==> src/rtl/boot_mem_pkg.sv <==
// Shared types and sizing helpers for the boot memory controller.
// The optional run-time write port is enabled by defining BMEM_WRITE_EN.
package boot_mem_pkg;

    typedef enum logic {
        ST_INIT,
        ST_RUN
    } state_t;

    localparam int             DEFAULT_DATA_W    = 32;
    localparam logic [31:0]    DEFAULT_INIT_WORD = 32'h0000_0013;

    function automatic int calc_idx_w(input int depth);
        return $clog2(depth);
    endfunction

    function automatic int calc_byte_off_w(input int data_w);
        return $clog2(data_w / 8);
    endfunction

    localparam int BYTE_OFF_W = calc_byte_off_w(DEFAULT_DATA_W);

endpackage

==> src/rtl/boot_mem_array.sv <==
// Boot memory storage: one write port and one registered synchronous read port.
// Read-during-write to the same index returns the previous contents.
module boot_mem_array #(
    parameter int DATA_W = 32,
    parameter int DEPTH  = 64,
    parameter int IDX_W  = 6
) (
    input  logic              clock,
    input  logic              reset,
    input  logic              wr_en,
    input  logic [IDX_W-1:0]  wr_idx,
    input  logic [DATA_W-1:0] wr_data,
    input  logic              rd_en,
    input  logic [IDX_W-1:0]  rd_idx,
    output logic [DATA_W-1:0] rd_data
);

    logic [DATA_W-1:0] mem [DEPTH];

    // NOTE: the storage has no reset so it maps onto RAM; the init sweep fills it instead.
    always_ff @(posedge clock) begin
        if (wr_en) begin
            mem[wr_idx] <= wr_data;
        end
    end

    // Read data only moves on a read so it doubles as the held response payload.
    always_ff @(posedge clock or negedge reset) begin
        if (!reset) begin
            rd_data <= '0;
        end else if (rd_en) begin
            rd_data <= mem[rd_idx];
        end
    end

endmodule

==> src/rtl/boot_mem_ctrl.sv <==
// Boot memory controller: init sweep, valid/ready read port, address checking.
// Define BMEM_WRITE_EN to add the run-time write port.
module boot_mem_ctrl
    import boot_mem_pkg::*;
#(
    parameter int                DATA_W    = 32,
    parameter int                DEPTH     = 64,
    parameter int                ADDR_W    = 32,
    parameter logic [DATA_W-1:0] INIT_WORD = DATA_W'(DEFAULT_INIT_WORD)
) (
    input  logic              clock,
    input  logic              reset,
    input  logic              io_req_valid,
    output logic              io_req_ready,
    input  logic [ADDR_W-1:0] io_req_addr,
    output logic              io_resp_valid,
    input  logic              io_resp_ready,
    output logic [DATA_W-1:0] io_resp_data,
    output logic              io_resp_err,
`ifdef BMEM_WRITE_EN
    input  logic              io_wr_en,
    input  logic [ADDR_W-1:0] io_wr_addr,
    input  logic [DATA_W-1:0] io_wr_data,
`endif
    output logic              io_init_done
);

    localparam int               IDX_W    = calc_idx_w(DEPTH);
    localparam int               BOFF_W   = calc_byte_off_w(DATA_W);
    localparam logic [ADDR_W-1:0] OFF_MASK = ADDR_W'((1 << BOFF_W) - 1);

    function automatic logic addr_bad(input logic [ADDR_W-1:0] addr);
        return ((addr & OFF_MASK) != '0) || ((addr >> (BOFF_W + IDX_W)) != '0);
    endfunction

    function automatic logic [IDX_W-1:0] addr_idx(input logic [ADDR_W-1:0] addr);
        return IDX_W'(addr >> BOFF_W);
    endfunction

    state_t            state, state_nxt;
    logic [IDX_W-1:0]  init_cnt;
    logic              resp_valid_q;
    logic              resp_err_q;
    logic              req_accept;
    logic              mem_we;
    logic [IDX_W-1:0]  mem_widx;
    logic [DATA_W-1:0] mem_wdata;
    logic [DATA_W-1:0] rd_data;

    // NOTE: state registers use non-blocking assignments so every flop samples pre-edge values.
    always_ff @(posedge clock or negedge reset) begin
        if (!reset) begin
            state    <= ST_INIT;
            init_cnt <= '0;
        end else begin
            state <= state_nxt;
            if (state == ST_INIT) begin
                init_cnt <= init_cnt + 1'b1;
            end
        end
    end

    // NOTE: the default assignment first keeps this block free of inferred latches.
    always_comb begin
        state_nxt = state;
        if (state == ST_INIT && init_cnt == IDX_W'(DEPTH - 1)) begin
            state_nxt = ST_RUN;
        end
    end

    assign io_init_done = (state == ST_RUN);
    assign io_req_ready = (state == ST_RUN) && (!resp_valid_q || io_resp_ready);
    assign req_accept   = io_req_valid && io_req_ready;

    // A new accept overwrites the register even while the old response hands off.
    always_ff @(posedge clock or negedge reset) begin
        if (!reset) begin
            resp_valid_q <= 1'b0;
            resp_err_q   <= 1'b0;
        end else if (req_accept) begin
            resp_valid_q <= 1'b1;
            resp_err_q   <= addr_bad(io_req_addr);
        end else if (io_resp_ready) begin
            resp_valid_q <= 1'b0;
        end
    end

    assign io_resp_valid = resp_valid_q;
    assign io_resp_err   = resp_err_q;
    assign io_resp_data  = resp_err_q ? '0 : rd_data;

`ifdef BMEM_WRITE_EN
    logic wr_ok;
    assign wr_ok     = (state == ST_RUN) && io_wr_en && !addr_bad(io_wr_addr);
    assign mem_we    = (state == ST_INIT) || wr_ok;
    assign mem_widx  = (state == ST_INIT) ? init_cnt : addr_idx(io_wr_addr);
    assign mem_wdata = (state == ST_INIT) ? INIT_WORD : io_wr_data;
`else
    assign mem_we    = (state == ST_INIT);
    assign mem_widx  = init_cnt;
    assign mem_wdata = INIT_WORD;
`endif

    boot_mem_array #(
        .DATA_W (DATA_W),
        .DEPTH  (DEPTH),
        .IDX_W  (IDX_W)
    ) u_array (
        .clock   (clock),
        .reset   (reset),
        .wr_en   (mem_we),
        .wr_idx  (mem_widx),
        .wr_data (mem_wdata),
        .rd_en   (req_accept),
        .rd_idx  (addr_idx(io_req_addr)),
        .rd_data (rd_data)
    );

endmodule

==> config.mk <==
export PLATFORM = sky130hd
export DESIGN_NAME = boot_mem_ctrl
export DESIGN_NICKNAME = d
export VERILOG_FILES = /design/src/rtl/boot_mem_pkg.sv /design/src/rtl/boot_mem_array.sv /design/src/rtl/boot_mem_ctrl.sv
export SDC_FILE = /design/constraint.sdc
export NUM_CORES = 1
export LEC_CHECK = 0
export ABC_CLOCK_PERIOD_IN_PS = 3800
export CORE_AREA = 5 5 430 432
export CTS_BUF_LIST = sky130_fd_sc_hd__clkbuf_16
export DETAILED_ROUTE_END_ITERATION = 10
export DIE_AREA = 0 0 435 437
export PLACE_DENSITY = 0.59
export SYNTH_ARGS = -nofsm -noshare
export SYNTH_HDL_FRONTEND = slang
export SYNTH_HIERARCHICAL = 1
export SYNTH_SLANG_ARGS = --single-unit
==> constraint.sdc <==
create_clock -name clock -period 3.8 [get_ports clock]
set_input_delay 0.57 -clock clock [delete_from_list [all_inputs] [get_ports clock]]
set_output_delay 0.57 -clock clock [all_outputs]
set_load 0.05 [all_outputs]
Word level (Yosys, flattened, before mapping)
Cells that the tools add are included.

operators by class
  bitwise gates (word level) = 1
  reductions and logical operators = 9
  $add $sub $neg = 1
  eq/ne operators = 1
  multiplexer cells = 3

operator list
  operator               count
  $reduce_bool A32 Y1    2
  $mux W32               1
  $add A6 B1 Y6 const B  1
  $eq A6 B6 Y1 const B   1
  $logic_and A1 B1 Y1    3
  $logic_or A1 B1 Y1     2
  $mux W1                2
  $reduce_bool A2 Y1     1
  $logic_not A1 Y1       1
  $not A1 Y1             1

word-level totals
  flip-flop bits (word level) = 41
  word-level logic and storage cells = 20

Depth between registers and ports, before layout
Gate-level depths: netlist of the first run.

  depth after elaboration = 5
  gate-level depth with buffers = 10

Cells and area by module
The synthesis of the first run kept the hierarchy.

by module, submodules not included
  module          times used  sequential area each (um^2)  cells an instance  area an instance (um^2)
  boot_mem_array  1           62,299.8                     3,843              79,990.5
  boot_mem_ctrl   1           225.2                        78                 671.9

Least setup slack after synthesis of the first run
OpenSTA, ideal clock, no wires.

  path kind = register to register
  from = register state (netlist: io_init_done)
  to = register u_array/mem[48][0] (netlist name)
  library setup time = 0.461 ns
  stages on the path, launching flop included = 6
  setup slack = -0.240 ns
  path buffers = 1
  required time = 3.339 ns
  data arrival time = 3.579 ns
  period minus slack after synthesis = 4.040 ns
  cells stage by stage = dfrtp_1 > buf_6 > inv_1 > nand3_1 > or3_1 > nor3_1

RTL lines
  item                    line                 text
  from (decl)             boot_mem_ctrl.sv:40  state_t state, state_nxt;
  from (signal assigned)  boot_mem_ctrl.sv:56  state <= state_nxt;

Worst setup path in the final report of the first run
  from = register resp_err_q (netlist: io_resp_err)
  to = output port io_resp_data[9]

between the ends
  longest elaborated chain between the ends = 1

ends and longest elaborated chain
  item                    line                 text
  from (decl)             boot_mem_ctrl.sv:43  logic resp_err_q;
  from (signal assigned)  boot_mem_ctrl.sv:82  resp_err_q <= addr_bad(io_req_addr);
  $mux W32                boot_mem_ctrl.sv:90  assign io_resp_data = resp_err_q ? '0 : rd_data;
  to (decl)               boot_mem_ctrl.sv:18  output logic [DATA_W-1:0] io_resp_data,

No other way between the ends.

==> results of run 1 <==
==> metal layers <==
layer  share of wire, %  global-route usage [%]  vias up
met2                 49                    34.3     1007
met4                4.2                    8.49        6
li1                   -                       -    18900
met1                 41                    27.6    20400
met5              0.022                       0        -
met3                5.8                    3.61      311
==> how the worst max path moves through the flow <==
stage	from	to	slack (ps)
6_report	io_resp_err$_DFFE_PN0P_	io_resp_data[9]	130
3_5_place_dp	io_req_addr[2]	u_array/rd_data[21]$_DFFE_PN0P_	-130
3_3_place_gp	io_req_addr[7]	u_array/rd_data[20]$_DFFE_PN0P_	-200
2_1_floorplan	io_init_done$_DFFE_PN0P_	u_array/mem[54][0]$_DFFE_PP_	620
5_1_grt	io_resp_err$_DFFE_PN0P_	io_resp_data[8]	130
4_1_cts	io_resp_err$_DFFE_PN0P_	io_resp_data[8]	70
==> where the power goes <==
part	total [mW]	internal, mW	switching (mW)	leakage, nW
registers	25.3	25.3	0.00495	19.0
logic	2.08	0.802	1.28	14.5
clock network	19.6	11.1	8.55	3.45
==> cells in the mapped netlist (2+ instances only) <==
cell	number
nand4bb_1	2
buf_6	19
xnor2_1	4
nand4b_1	3
nor2b_1	131
o32ai_1	31
nand4_1	2
dfrtp_1	41
nor4_1	68
nand2b_1	5
nand2_1	42
clkbuf_1	94
o221ai_1	33
nor2_1	225
edfxtp_1	2048
o22ai_1	97
a31oi_1	2
buf_1	12
nand3b_1	3
nor3_1	2
mux4_2	353
buf_2	82
nand3_1	9
or3_1	2
a211oi_1	62
a21oi_1	96
mux2_2	96
conb_1	2
buf_4	17
mux2i_1	321
==> state kept, by name, summed over array words and instances (netlist names) <==
name,count
u_array/rd_data,32
io_resp_valid,1
init_cnt,6
io_init_done,1
io_resp_err,1
u_array/mem,2048
==> what timing repair did <==
item                                    in CTS  in global routing
hold buffers                                 1                  0
buffers inserted                             0                  0
endpoints found under the setup margin       0                  0
resized for setup                            0                  0
hold endpoints to repair                    26                  0
==> layout make-up <==
type | instances | area share, %
Clock buffer | 218 | 5.43
Clock inverter | 177 | 1.09
Inverter | 1 | 0.00373
Tap cell | 2370 | 2.95
Sequential cell | 2089 | 62.2
Multi-Input combinational cell | 3652 | 25.0
Antenna cell | 4 | 0.00996
Timing Repair Buffer | 338 | 3.27
==> logic make-up after synthesis <==
kind of cell,after synthesis,synth area share [%]
multiplexers,771,15.2
AO/OA/AOI/OAI,322,2.64
XOR/XNOR,5,0.0543
other,2,0.00931
adder cells (fa/ha/maj),1,0.0155
flip-flops,2089,77.5
buffers and inverters,226,1.44
AND/OR/NAND/NOR,505,3.13
==> layout by cell type, fill, tap and decap left out, types with 5 or more instances in the layout <==
master           instances
mux2_2                  96
bufinv_16               11
inv_1                   59
edfxtp_1              2048
clkinv_1                58
nor2_4                  62
buf_12                  45
dfrtp_1                 41
nand3_1                  9
mux2i_1                321
nor2_1                 163
buf_4                  220
clkdlybuf4s50_1         66
conb_1                2048
nor2b_1                129
o32ai_1                 31
clkbuf_16              218
nand2b_1                 5
a21oi_1                 96
nor4_1                  68
a211oi_1                62
clkinv_2                38
nand2_1                 42
o22ai_1                 97
o221ai_1                33
mux4_2                 353
==> stage by stage <==
step | total power [mW] | setup WS [ps] | util, % | hold slack [ps]
after CTS | 47.5 | 67.2 | 55.8 | 325
after global routing | 48.7 | 131 | 55.8 | 402
final | 47.0 | 130 | 55.8 | 417
after floorplan | 27.0 | 617 | - | 274
after detailed placement | 27.9 | -135 | 52.1 | 554
after global placement | 27.9 | -196 | 52.1 | 558
==> critical path: cells and delay by family (launching register included) <==
family / cells / cell delay (ps)
buf+inv: 1 / 930
flops: 1 / 670
simple gates: 1 / 680
==> summary.txt, run 1 <==
Logic synthesis
  – Synth top area cells: edfxtp_1, mux4_2, mux2i_1, mux2_2, dfrtp_1
  – Syn avg cell area: 20.6 um^2
  – Post-Syn Area: 80700 um^2
  – Cell count after synthesis: 3921
  – Yosys warns: 6
  – Post-synth top flop: edfxtp_1
  – Yosys top cell by area: edfxtp_1
  – Yosys cell types: 47
  – Synthesized flop and latch total: 2089
  – Post-synthesis sequential area ratio: 77.5%
  – Post-synth ARST share: 1.96%
  – Top cell type's share of synthesized area: 76.2%
  – EDFF count, synth: 2048

Global routing
  – First-pass GRT wire length: 285 mm
  – Largest net degree at the start of global routing: 129
  – GRT Resource Usage Total: 20.8%
  – Initial antenna violation count: 10
  – Vias in the first global route: 42000
  – Gr ovfl total: 0

Hold path
  – HP Class: primary input to flip-flop
  – Hold Path Depth: 3
  – Hold Path Sink: io_resp_valid$_DFFE_PN0P_
  – Hold Startpoint: io_req_valid

CTS
  – CTS H-Tree Depth: 4
  – CTS Buf Count: 215
  – CTS sink cnt: 2089
  – Clock Latency Late Sink: 830 ps
  – CTS tree: yes
  – Clock root buffer: clkbuf_16
  – Clock transition at path regs: 60 ps
  – Clock Tree Buf Depth: 3

STA
  – Max_slew headroom: 14.9%
  – Slew Viols, Final: 0
  – Final hold vios: 0
  – Setup Skew: 25.7 ps
  – Maximum clock frequency: 0.273 GHz
  – Crit path time final: 3670 ps
  – Slew @ Worst Pin: 1270 ps
  – Final setup viols: 0
  – Period utilisation layout: 96.6%
  – Setup tns final: 0 ps
  – RSZ-0062 raised after global routing: false

Die
  – Die Ht: 437 um
  – Die area: 190000 um^2
  – Site Rows: 156
  – I/O pin count: 72
  – Width of the chip: 435 um
  – Core Box Area: 180000 um^2
  – Starting density of the core: 44.8%

Setup path
  – R2R Setup Slk: 1020 ps
  – Worst reg2reg path endpoint: u_array/mem[0][10]$_DFFE_PP_
  – CP max FO: 13
  – R2r startpoint: io_init_done$_DFFE_PN0P_
  – Critical Path RT: 3230 ps
  – CP cell instances: nor2b_1, clkdlybuf4s50_1
  – FF-to-FF path depth: 5
  – Largest stage delay, worst path: 930 ps
  – Worst path slowest cell: clkdlybuf4s50_1
  – CP Launch Type: flip-flop
  – Crit path capture type: output pin
  – Worst Path Arrival: 3100 ps
  – CP Class: flip-flop to output pin

Power
  – Static leakage power: 37.0 nW
  – Worst ir drop on vdd: 377 uV
  – Pwr dens: 468 nW/um^2

Place
  – Cells after DPL: 8449
  – IO buf count: 71
  – Post-DP HPWL: 120 mm
  – RePlAce Congestion: 0.879
  – DP Area: 93900 um^2

Run
  – Max Cap Viol: 0

Drt
  – DRC viols: 0
  – Via count: 40700
  – Per-cell routed wire length: 22.0 um
  – First-pass DRT Iterations: 5
  – Via density: 4.59
  – 1st-iter DRT viols: 3599
  – Final wirelength: 195 mm
  – Routed Antenna Nets: 0

Status
  – Status: finished, final reports clean

Final layout
  – Ratio of cells with drive above 1 in the final layout: 16.5%
  – Reg area: 62500 um^2
  – Total Nets Final: 6334
  – Fill cells: 14200
  – Multi-input logic area: 25200 um^2
  – Non-Filler Instances: 8849
  – P&R area growth vs syn: 24.6%
  – Finished Cell Area: 101000 um^2
No activity file was read; power rests on OpenSTA's default activity.
==> inputs of run 2 (changes only) <==
SETUP_SLACK_MARGIN = 0.5   (was unset)
==> summary.txt, run 2 (synthesis results as in run 1) <==
Status
  – Status: finished, final reports clean

Place
  – Post-DP HPWL: 120 mm
  – IO buf count: 71
  – Cells after DPL: 8449
  – RePlAce Congestion: 0.879
  – Pre-CTS WS: -135 ps

Power
  – Worst ir drop on vdd: 377 uV
  – Static leakage power: 37.1 nW
  – Pwr dens: 468 nW/um^2
  – Power Total: 47.0 mW

Drt
  – Via density: 4.60
  – 1st-iter DRT viols: 3642
  – Per-cell routed wire length: 22.0 um
  – DRC viols: 0
  – Via count: 40700
  – First-pass DRT Iterations: 6
  – Final wirelength: 195 mm
  – Routed Antenna Nets: 0

Final layout
  – Non-Filler Instances: 8850
  – Max reg flops: 2048
  – P&R area growth vs syn: 24.6%
  – Ratio of cells with drive above 1 in the final layout: 16.7%
  – Commonest non-fill, non-tap cells in the layout: edfxtp_1, conb_1, mux4_2
  – Fill cells: 14200
  – Top reg by flops: u_array/mem
  – Total Nets Final: 6334
  – Regs by FF count: u_array/mem (2048), u_array/rd_data (32), init_cnt (6)
  – Final core occ: 55.8%

STA
  – Crit path time final: 3170 ps
  – Maximum clock frequency: 0.316 GHz
  – Period utilisation layout: 83.3%
  – Setup Skew: 25.6 ps
  – Final hold vios: 0
  – Worst Setup Slack, final: 633 ps
  – Setup tns final: 0 ps
  – Slew @ Worst Pin: 1240 ps
  – RSZ-0062 raised after global routing: false
  – Max_slew headroom: 16.6%
  – Slew Viols, Final: 0
  – Final setup viols: 0

Global routing
  – Largest net degree at the start of global routing: 129
  – Met2 Track Usage GR: 34.4%
  – Gr ovfl total: 0
  – Met3 Usage GRT: 3.56%
  – Met1 Usage GRT: 27.6%
  – First-pass GRT wire length: 285 mm
  – Gr busiest metal: met2
  – GRT Resource Usage Total: 20.8%
  – Initial antenna violation count: 9
  – Vias in the first global route: 42100

Setup path
  – CP cell instances: buf_4, and2_2, clkdlybuf4s50_1
  – Largest stage delay, worst path: 800 ps
  – Crit path capture type: output pin
  – Worst path slowest cell: clkdlybuf4s50_1
  – CP Launch Type: flip-flop
  – Worst Path Arrival: 2600 ps
  – CP Class: flip-flop to output pin
  – CP max FO: 7
  – Critical Path RT: 3230 ps

Die
  – Starting density of the core: 44.8%
  – Die Ht: 437 um
  – Site Rows: 156
  – Core Box Area: 180000 um^2
  – Width of the chip: 435 um
  – I/O pin count: 72
  – Die area: 190000 um^2

CTS
  – CTS sink cnt: 2089
  – CTS tree: yes
  – CTS H-Tree Depth: 4
  – Clock root buffer: clkbuf_16
  – Clock transition at path regs: 60 ps
  – Clock Tree Buf Depth: 3
  – CTS Buf Count: 215
  – Clock Latency Late Sink: 830 ps

Hold path
  – HP Class: primary input to flip-flop

Run
  – Max Cap Viol: 0
-- run 2: cell count changes in the layout (fill, tap and decap cells not counted) --
cell	change
nor2b_2	+10
diode_2	+1
nor2b_1	-10
dfrtp_2	+1
dfrtp_1	-1
dlygate4sd2_1	+31
clkdlybuf4s50_1	-32
dlymetal6s2s_1	+1
-- run 2: cell type report --
class,instances,area [um^2],share of cell area [%]
Clock inverter,177,1100,1.09
Timing Repair Buffer,338,3250,3.24
Sequential cell,2089,62500,62.2
Antenna cell,5,12.5,0.0124
Tap cell,2370,2970,2.95
Multi-Input combinational cell,3652,25200,25.1
Clock buffer,218,5460,5.43
Inverter,1,3.75,0.00373
-- run 2: path summary, 6_finish.rpt --
path                                      startpoint                         endpoint  slack [ps]  cells after the start
setup / recovery            io_init_done$_DFFE_PN0P_                     io_req_ready         630                      3
hold / removal                          io_req_valid        io_resp_valid$_DFFE_PN0P_         410                      3
setup reg to reg            io_init_done$_DFFE_PN0P_  u_array/rd_data[14]$_DFFE_PN0P_        1050                      8
hold reg to reg            io_resp_valid$_DFFE_PN0P_        io_resp_valid$_DFFE_PN0P_         590                      2
max in group asynchronous                      reset   u_array/rd_data[9]$_DFFE_PN0P_        2410                      3
min in group asynchronous                      reset  u_array/rd_data[18]$_DFFE_PN0P_         460                      2
-- run 2: power breakdown --
part	internal, mW	leakage [nW]	total (mW)	switching, mW
combinational	0.802	14.7	2.08	1.28
sequential	25.3	19.0	25.3	0.00496
clock	11.1	3.45	19.6	8.56
total	37.2	37.1	47.0	9.84
-- run 2: worst max-delay path: cells and delay by family (launching register included) --
kind	cells	cell delay, ps
simple gates	1	170
buf+inv	2	1080
flops	1	510
-- run 2: metrics by stage --
step                hold WS [ps]  instance area, um^2
finish                       410               101000
detailed placement           554                93900
floorplan                    274                88400
global placement             558                93900
CTS                          325               100000
global route                 402               101000
-- run 2: repair_timing --
action,in CTS,in global routing
endpoints found under the hold margin,26,0
resized for setup,42,1
endpoints found under the setup margin,32,1
hold buffers,1,0
setup buffers,0,0
-- run 2: layer usage --
metal,share of wire (%),vias to the layer above
met5,0.022,-
met3,5.6,320
met1,41,20400
met2,49,1039
li1,-,18900
met4,4.3,6
